<file path="config.mk">
export PLATFORM = sky130hd
export DESIGN_NAME = addsub_serial
export DESIGN_NICKNAME = d
export VERILOG_FILES = /design/src/rtl/addsub_serial.sv
export SDC_FILE = /design/constraint.sdc
export NUM_CORES = 1
export LEC_CHECK = 0
export CAP_MARGIN = 10
export CORE_UTILIZATION = 39
export CTS_CLUSTER_DIAMETER = 50
export DETAILED_ROUTE_END_ITERATION = 12
export RECOVER_POWER = 100
export SLEW_MARGIN = 15
export SYNTH_ARGS = -nofsm -noshare
export SYNTH_HDL_FRONTEND = slang
export SYNTH_SLANG_ARGS = --single-unit
</file>
<file path="constraint.sdc">
create_clock -name clk -period 1.5 [get_ports clk]
set_clock_uncertainty 0.05 [all_clocks]
set_input_delay 0.3 -clock clk [delete_from_list [all_inputs] [get_ports clk]]
set_output_delay 0.3 -clock clk [all_outputs]
set_load 0.01 [all_outputs]
</file>
<file path="src/rtl/addsub_serial.sv">
// addsub_serial - digit-serial signed adder/subtractor with start/done handshake.
//
// A single D-bit adder slice is reused across cycles. Both operands are
// sign-extended to NDIG*D bits and consumed LSB-digit first. The result is
// assembled in a shift register, and its low W+1 bits are loaded into z on
// the edge that enters DONE. The result is the exact (W+1)-bit value of x+y
// or x-y.
//
// Optional build macro: ADDSUB_SERIAL_FLAGS_EN adds the registered result
// flags zero and neg.
//
// Ports:
//   clk    in   rising-edge clock
//   rst_n  in   synchronous active-low reset
//   start  in   operation request, sampled only in IDLE
//   sub    in   0: x+y, 1: x-y (sampled with start)
//   x, y   in   W-bit signed operands (sampled with start)
//   busy   out  high in RUN and DONE
//   done   out  one-cycle pulse, z valid
//   z      out  W+1-bit signed result, held until next completion or reset
//   zero   out  (flags build) result is all zeros
//   neg    out  (flags build) sign bit of the result
//
// state | meaning
// ------+---------------------------------------------------------
// IDLE  | waiting for start, operands latched on start
// RUN   | one D-bit digit added per edge, NDIG edges in total
// DONE  | result in z, done pulses for one cycle, back to IDLE

module addsub_serial #(
  parameter int W = 8,
  parameter int D = 2
) (
  input  logic         clk,
  input  logic         rst_n,
  input  logic         start,
  input  logic         sub,
  input  logic [W-1:0] x,
  input  logic [W-1:0] y,
  output logic         busy,
  output logic         done,
`ifdef ADDSUB_SERIAL_FLAGS_EN
  output logic [W:0]   z,
  output logic         zero,
  output logic         neg
`else
  output logic [W:0]   z
`endif
);

  localparam int NDIG = (W + 1 + D - 1) / D;
  localparam int PW   = NDIG * D;
  localparam int CW   = (NDIG > 1) ? $clog2(NDIG) : 1;

  typedef enum logic [1:0] {
    IDLE = 2'd0,
    RUN  = 2'd1,
    DONE = 2'd2
  } state_t;

  state_t state, state_nxt;

  logic [PW-1:0] a_sr;
  logic [PW-1:0] b_sr;
  logic [PW-1:0] res_sr;
  logic          carry;
  logic [CW-1:0] cnt;

  logic [D:0]    sum;
  logic [PW-1:0] sum_ext;
  logic [PW-1:0] res_nxt;
  logic          last_digit;
  logic          load;

  // State register
  always_ff @(posedge clk) begin
    if (!rst_n) begin
      state <= IDLE;
    end else begin
      state <= state_nxt;
    end
  end

  // Next state and outputs
  always_comb begin
    state_nxt = state;
    busy      = 1'b0;
    done      = 1'b0;
    load      = 1'b0;
    case (state)
      IDLE: begin
        if (start) begin
          load      = 1'b1;
          state_nxt = RUN;
        end
      end
      RUN: begin
        busy = 1'b1;
        if (last_digit) begin
          state_nxt = DONE;
        end
      end
      DONE: begin
        busy      = 1'b1;
        done      = 1'b1;
        state_nxt = IDLE;
      end
      default: begin
        state_nxt = IDLE;
      end
    endcase
  end

  // Digit slice: the carry-out of the top digit of the padded word is dropped.
  always_comb begin
    sum        = {1'b0, a_sr[D-1:0]} + {1'b0, b_sr[D-1:0]} + {{D{1'b0}}, carry};
    sum_ext    = PW'(sum[D-1:0]);
    // New digit enters at the top so the first digit ends up at bit 0.
    res_nxt    = (res_sr >> D) | (sum_ext << (PW - D));
    last_digit = (cnt == CW'(NDIG - 1));
  end

  // Datapath
  always_ff @(posedge clk) begin
    if (!rst_n) begin
      a_sr   <= '0;
      b_sr   <= '0;
      res_sr <= '0;
      carry  <= 1'b0;
      cnt    <= '0;
      z      <= '0;
`ifdef ADDSUB_SERIAL_FLAGS_EN
      zero   <= 1'b0;
      neg    <= 1'b0;
`endif
    end else if (load) begin
      a_sr  <= {{(PW - W){x[W-1]}}, x};
      // Subtraction as A + ~B + 1: invert B here, the +1 is the initial carry.
      b_sr  <= {{(PW - W){y[W-1]}}, y} ^ {PW{sub}};
      carry <= sub;
      cnt   <= '0;
    end else if (state == RUN) begin
      a_sr   <= a_sr >> D;
      b_sr   <= b_sr >> D;
      carry  <= sum[D];
      res_sr <= res_nxt;
      cnt    <= cnt + CW'(1);
      if (last_digit) begin
        z    <= res_nxt[W:0];
`ifdef ADDSUB_SERIAL_FLAGS_EN
        zero <= (res_nxt[W:0] == '0);
        neg  <= res_nxt[W];
`endif
      end
    end
  end

endmodule
</file>
---- After elaboration in Yosys (flattened, before gate mapping) ----
Cells that the tools add are included.
storage, ports and cells
  output and inout port bits .............. 11
  memories ................................ 0
  memory bits (writable) .................. 0
  input port bits ......................... 20
  word-level logic and storage cells ...... 39
  bits in read-only memories .............. 0
  register bits after elaboration ......... 45
  bits in latches ......................... 0
cells by class
  divide/modulo/power cells ............... 0
  $mul .................................... 0
  order comparisons ....................... 0
  shift operators ......................... 0
  bitwise operators ....................... 4
  $add $sub $neg .......................... 3
  equal/unequal tests ..................... 5
  mux-type cells .......................... 13
  reductions and logical operators ........ 7
operator list
  cell                 count
  $mux 10              4
  $or 8x10->10         1
  $xor 10x10->10       1
  $mux 1               6
  $mux 2               2
  $ne 2x2->1 const B   2
  $pmux 2 s2           1
  $reduce_and 2->1     2
  $reduce_or 2->1      2
  $add 2x2->3          1
  $add 3x1->3          1
  $add 3x1->3 const B  1
  $eq 3x3->1 const B   1
  $reduce_and 3->1     1
  $eq 2x1->1 const B   1
  $eq 2x2->1 const B   1
  $logic_not 2->1      1
  $not 1->1            2
  $reduce_bool 2->1    1

---- Logic depth before layout (Yosys ltp) ----
Gate-level depths: netlist of run 1.
  depth after elaboration ................. 4
  depth in mapped cells ................... 7
  gate-level depth less buffers ........... 6

---- Worst setup path after synthesis of run 1 ----
Ideal clock, no wire load.
  kind .................................... flip-flop to flip-flop
  start point ............................. reg a_sr[0]
  end point ............................... reg res_sr[9]
  data arrival time ....................... 1.378 ns
  setup time .............................. 0.116 ns
  path buffers ............................ 0
  required time ........................... 1.334 ns
  period minus slack after synthesis ...... 1.544 ns
  path slack .............................. -0.044 ns
  stages on the path, launching flop included .. 6
  cell sequence ........................... dfxtp_1 -> inv_1 -> fa_1 -> fa_1 -> nand2_1 -> o211a_1
on the way
  cells in the longest elaborated chain, start to end .. 3
ends and longest elaborated chain
  item                      RTL line  text
  start: declaration        63        logic [PW-1:0] a_sr;
  start signal: assignment  137       a_sr <= {{(PW - W){x[W-1]}}, x};
  start signal: assignment  143       a_sr <= a_sr >> D;
  $add 2x2->3               116       sum = {1'b0, a_sr[D-1:0]} + {1'b0, b_sr[D-1:0]} + {{D{1'b0}}, carry};
  $add 3x1->3               116
  $or 8x10->10              119       res_nxt = (res_sr >> D) | (sum_ext << (PW - D));
  end signal: assignment    146       res_sr <= res_nxt;
  end: declaration          65        logic [PW-1:0] res_sr;
No other way between the ends.
A chain may end at the register's enable or synchronous reset.

---- Worst setup path after layout of run 1 ----
Ends and elaborated chain as after synthesis.

==> flow_summary.ini, run 1 <==
[status]
status = complete, but fails checks
violations = negative setup slack

[detailed_routing]
ant_nets = 0
via_per_inst = 4.57
wire_per_inst_um = 11.7
drcViolationCount = 0
num_vias = 1422
drt_wl_total_mm = 3.64
first_iter_violations = 38
dr.pass1.iters = 4

[setup_path]
arrival_ns = 1.65
ff2ff_path_depth = 5
critPathKind = reg2reg
worstPathRequired_ns = 1.64
start_kind = register
r2r-end = res_sr[9]
r2r_setup_slack_ns = -0.01
crit_path_end_kind = register
worstReg2RegStart = a_sr[0]
cp_max_fo = 2

[die]
dieHeight_um = 72.6
io_pins = 31
core_area_um2 = 4750
rows = 25
dieArea_um2 = 5280
die_w_um = 72.6
start_util_pct = 40.9

[synthesis]
yosys_warnings = 0
syn_nets = 227
ys_seq_area_share_pct = 42.2
synth.avg_cell_area_um2 = 9.78
synth_cells = 199
yosys_register_bits = 41
netlist_area_um2 = 1950
synth_cell_types = 26

[cts]
cts_buffers = 5
cts-root-buf = clkbuf_8
htree_num_levels = 2
cts_sinks = 41
path_clk_slew_ns = 0.08
insertion_delay_ns = 0.29
cts_max_path_buffers = 2
cts_tree = done

[min_path]
min_to = z[3]
hold_class = reg2reg
whs_path_depth = 2
min_from = z[3]

[global_route]
grt_overflow_total = 0
antenna_found_initial = 0
grt_max_degree = 50
grt_pass1_vias = 1287
grtUsageTotal_pct = 15.1
grt_pass1_wl_mm = 6.07

[placement]
port_buffers = 30
dpl.hpwl_mm = 2.41
dpl_cell_area_um2 = 2400
pre_cts_ws_ns = -0.0406
gp_congestion = 0.686

[sta]
setup_tns_ns = -0.0111
max_freq_mhz = 662
min_period_over_period_pct = 101
finalHoldViolCount = 0
rsz0062_at_grt = yes
fin_ws_ns = -0.0111
worstMarginPinSlew_ns = 0.198
period_needed_ns = 1.51
setup-violations-final = 1
report.final.slew_viol_count = 0
max_slew_margin_pct = 86.8

[layout]
syn_to_final_growth_pct = 31.9
layout-drive-gt1-share_pct = 18.0
num_antenna_cells = 0
stdcell_area_um2 = 2570
nNetsFinal = 271

[power_and_ir_drop]
sw_frac_of_total_pct = 28.3
combPwrFrac_pct = 31.4
p_seq_share_pct = 38.3
switching_power_uw = 973
irDropWorstVdd_v = 0.000758
p_clk_share_pct = 30.4
p_per_area_nw_per_um2 = 1340
internal_power_mw = 2.47
p_leak_nw = 1.15

[job]
max_cap_viol_count = 0
==> cells in the final DEF (no fill, tap or decap), types with 2 or more instances in the layout <==
cell type | synthesis | routed
nand2_1 | 39 | 39
dfxtp_1 | 41 | 38
mux2i_1 | 28 | 28
clkdlybuf4s50_1 | 0 | 19
buf_4 | 3 | 18
o211a_1 | 16 | 16
xor2_1 | 9 | 9
dlygate4sd2_1 | 0 | 9
inv_1 | 9 | 6
nor2b_1 | 7 | 6
o211ai_1 | 5 | 5
ha_1 | 6 | 5
clkbuf_8 | 0 | 5
inv_2 | 0 | 3
o21ai_0 | 3 | 3
nand3_1 | 3 | 3
a21boi_0 | 4 | 3
nor2_1 | 3 | 3
dfxtp_2 | 0 | 3
a21oi_1 | 3 | 2
nand3b_1 | 2 | 2
bufinv_16 | 0 | 2
buf_6 | 2 | 2
==> cell usage after synthesis (all sizes together) <==
master,number,share of area [%]
inv,9,1.7
o211a,16,8.2
nor2b,7,2.3
buf,10,3.5
ha,6,3.9
nor2,3,0.58
clkbuf,4,0.77
nand2b,1,0.32
xor2,9,4.1
dfxtp,41,42
xnor2,1,0.45
nand2,40,7.8
fa,2,2.1
and4,1,0.58
o21ai,3,0.77
a21oi,3,0.77
o211ai,5,1.9
nand3,3,0.77
mux2,1,0.58
nand3b,2,0.77
mux2i,28,14
a21boi,4,1.5
==> layout make-up <==
cell class | count | area (um2)
Multi-Input combinational cell | 136 | 1040
Timing Repair Buffer | 50 | 452
Inverter | 9 | 33.8
Sequential cell | 41 | 825
Fill cell | 470 | 2190
Clock inverter | 3 | 65.1
Clock buffer | 5 | 68.8
Tap cell | 67 | 83.8
==> power groups by stage <==
stage               Clock, mW  Sequential [mW]  Combinational (mW)
finish                   1.04             1.32                1.08
global placement            0             1.33                1.03
global route             1.14             1.34                1.20
CTS                      1.09             1.31                1.03
detailed placement          0             1.33                1.03
floorplan                   0             1.32               0.735
==> per-layer routing <==
| layer | share of wire [%] | GRT usage [%] |
|---|---|---|
| met5 | 0 | 0 |
| met4 | 1.8 | 6.54 |
| met3 | 3.4 | 4.70 |
| met2 | 42 | 22.6 |
| met1 | 53 | 20.2 |
==> how the worst max path moves through the flow <==
stage / from / to / slack, ns
after floorplan: a_sr[0] / res_sr[9] / 0.004
after global placement: state[0] / a_sr[3] / -0.04
after detailed placement: state[0] / a_sr[3] / -0.04
after CTS: a_sr[0] / res_sr[9] / -0.02
after global routing: a_sr[0] / res_sr[9] / -0.09
final: a_sr[0] / res_sr[9] / -0.01
==> cells by family (layout without fill, tap and decap cells) <==
logic type | after synthesis | in the layout | share of synthesized area [%]
AO/OA/AOI/OAI | 31 | 31 | 13.2
XOR/XNOR | 10 | 10 | 4.50
adder cells (fa/ha/maj) | 8 | 8 | 5.92
buffers and inverters | 23 | 67 | 6.04
flip-flops | 41 | 41 | 42.2
multiplexers | 29 | 29 | 15.0
AND/OR/NAND/NOR | 57 | 58 | 13.1
==> per-stage QoR <==
stage | hold WS (ns) | total power, mW | cells | util [%]
after floorplan | 0.387 | 2.05 | 199 | -
after global routing | 0.420 | 3.67 | 311 | 54.0
after CTS | 0.409 | 3.43 | 309 | 53.1
after global placement | 0.394 | 2.36 | 301 | 50.6
final | 0.404 | 3.44 | 311 | 54.0
after detailed placement | 0.397 | 2.36 | 301 | 50.6
==> state kept, by name, indices dropped and copies added (netlist names) <==
name / cells
a_sr: 9
carry: 1
cnt: 3
res_sr: 8
state: 2
b_sr: 9
z: 9
==> critical path, stage by stage, from the launching register on <==
cell and delay [ns]:
dfxtp_2 0.32, inv_2 0.04, fa_2 0.37, fa_1 0.48, nand2_1 0.05, o211a_1 0.10
==> what timing repair did <==
| action | 4_1_cts | 5_1_grt |
|---|---|---|
| pin swaps | 1 | 1 |
| hold buffers | 0 | 0 |
| setup buffers | 0 | 1 |
| gates cloned | 0 | 1 |
| endpoints found under the setup margin | 20 | 24 |
| resized for setup | 23 | 10 |
Power figures use the tool's default switching activity.
==> run 2, diff against run 1 <==
==> constraint.sdc (replaced) <==
create_clock -name clk -period 1.5 [get_ports clk]
set_clock_uncertainty 0.05 [all_clocks]
set_input_delay 0.15 -clock clk [delete_from_list [all_inputs] [get_ports clk]]
set_output_delay 0.15 -clock clk [all_outputs]
set_load 0.01 [all_outputs]
==> run 2 against run 1 <==
Compared with the run above:
- the flow still finishes with violations (negative setup slack)
- final cell count shrank 1.9%
- critical path type unchanged
- non-clock buffer count fell by 4
- clock power is 17% lower
- largest cell class unchanged
==> flow_summary.ini, run 2 (synthesis results as in run 1) <==
[setup_path]
start_kind = register
crit_path_end_kind = register
cp_max_fo = 2
worstPathRequired_ns = 1.64
r2r_setup_slack_ns = -0.04
cp_cell_sequence = inv_2, fa_2, fa_1, nand2_1, o211a_1
crit_slowest_cell = fa_1
critPathMaxStageDelay_ns = 0.48
critPathKind = reg2reg
arrival_ns = 1.68
r2r-end = res_sr[9]
worstReg2RegStart = carry
ff2ff_path_depth = 5

[die]
dieArea_um2 = 5280
dieHeight_um = 72.6
die_w_um = 72.6
rows = 25
core_area_um2 = 4750
io_pins = 31
start_util_pct = 40.9

[min_path]
hold_class = reg2reg
whs_path_depth = 2
min_from = z[3]
min_to = z[3]

[sta]
period_needed_ns = 1.54
hold_slack_ns = 0.407
rsz0062_at_grt = yes
worstMarginPinSlew_ns = 0.273
finalHoldViolCount = 0
setup_tns_ns = -0.0383
setup-violations-final = 1
max_slew_margin_pct = 81.8
max_freq_mhz = 650
report.final.slew_viol_count = 0
min_period_over_period_pct = 103
fin_ws_ns = -0.0383

[status]
status = complete, but fails checks
violations = negative setup slack

[detailed_routing]
drcViolationCount = 0
drt_wl_total_mm = 3.48
ant_nets = 0
via_per_inst = 4.57
wire_per_inst_um = 11.4
num_vias = 1393
first_iter_violations = 119
dr.pass1.iters = 4

[global_route]
grt_use_met1_pct = 19.0
gr-max-usage-layer = met2
gr-usage-met3_pct = 4.14
grt_max_degree = 50
grtUsageTotal_pct = 14.3
grtUsageMet2_pct = 22.2
grt_pass1_vias = 1285
antenna_found_initial = 0
grt_overflow_total = 0
grt_pass1_wl_mm = 5.80

[layout]
layout-drive-gt1-share_pct = 14.7
num_antenna_cells = 0
filler_cell_count = 467
layout_commonest_cell = nand2_1
final_cell_mix = 39 x nand2_1, 38 x dfxtp_1, 28 x mux2i_1, 28 x clkdlybuf4s50_1, 16 x o211a_1
nNetsFinal = 266
syn_to_final_growth_pct = 28.6
reg_top3 = a_sr x9, b_sr x9, z x9

[power_and_ir_drop]
totalPowerFinal_mw = 3.20
irDropWorstVdd_v = 0.000605
p_per_area_nw_per_um2 = 1280
p_leak_nw = 1.06

[cts]
cts_buffers = 5
cts_sinks = 41
cts_max_path_buffers = 2
cts_setup_buffers = 0
htree_num_levels = 2
cts_tree = done
insertion_delay_ns = 0.29
cts-root-buf = clkbuf_8
path_clk_slew_ns = 0.08

[placement]
gp_congestion = 0.700
port_buffers = 30
dpl.hpwl_mm = 2.41

[job]
max_cap_viol_count = 0
-- run 2: changes by cell type in the layout (fill, tap and decap cells not counted), sizes merged --
| cell | before | now |
|---|---|---|
| bufinv | 2 | 1 |
| clkdlybuf4s50 | 19 | 28 |
| dlygate4sd2 | 9 | 1 |
| clkbuf | 5 | 7 |
| and4 | 2 | 1 |
| buf | 22 | 15 |
-- run 2: timing repair --
action                     in CTS  in global routing
setup endpoints to repair      22                 11
hold buffers                    0                  0
pin swaps                       3                  1
resized for setup               9                  6
-- run 2: through the flow --
step           area (um2)  std cells  worst slack, ns  util [%]
2_1_floorplan        1950        199          0.00385         -
3_3_place_gp         2380        298          -0.0212      50.1
5_1_grt              2500        305          -0.0768      52.6
4_1_cts              2490        305          -0.0527      52.4
6_report             2500        305          -0.0383      52.6
3_5_place_dp         2380        298          -0.0521      50.1
-- run 2: per-layer routing --
metal / up-vias / routed length [um]
met1: 613 / 1830
met4: 0 / 56
met5: - / 0
met2: 29 / 1470
met3: 5 / 130
li1: 746 / -
-- run 2: worst max-delay path, delay by kind of cell (launching register included) --
| family | cells | cell delay, ns |
|---|---|---|
| adder cells (fa/ha/maj) | 2 | 0.85 |
| AO/OA/AOI/OAI | 1 | 0.10 |
| flip-flops | 1 | 0.34 |
| AND/OR/NAND/NOR | 1 | 0.05 |
| buffers and inverters | 1 | 0.04 |
-- run 2: area by class of cell --
class                      count  area [um2]  area share [%]
clock inverter                 2        35.0            1.40
tap                           67        83.8            3.35
timing repair buffer          46         423            16.9
inverter                       9        33.8            1.35
clock buffer                   5        68.8            2.75
multi-input combinational    135        1030            41.2
sequential                    41         827            33.0
-- run 2: worst max path at each step --
stage | endpoint | startpoint
2_1_floorplan | res_sr[9] | a_sr[0]
3_3_place_gp | res_sr[9] | a_sr[0]
3_5_place_dp | res_sr[9] | a_sr[0]
4_1_cts | res_sr[9] | carry
5_1_grt | res_sr[9] | carry
6_report | res_sr[9] | carry
-- run 2: power breakdown --
group	total, mW	switching [mW]	internal (mW)
logic	1.02	0.488	0.530
clock network	0.859	0.375	0.484
registers	1.33	0.0865	1.24
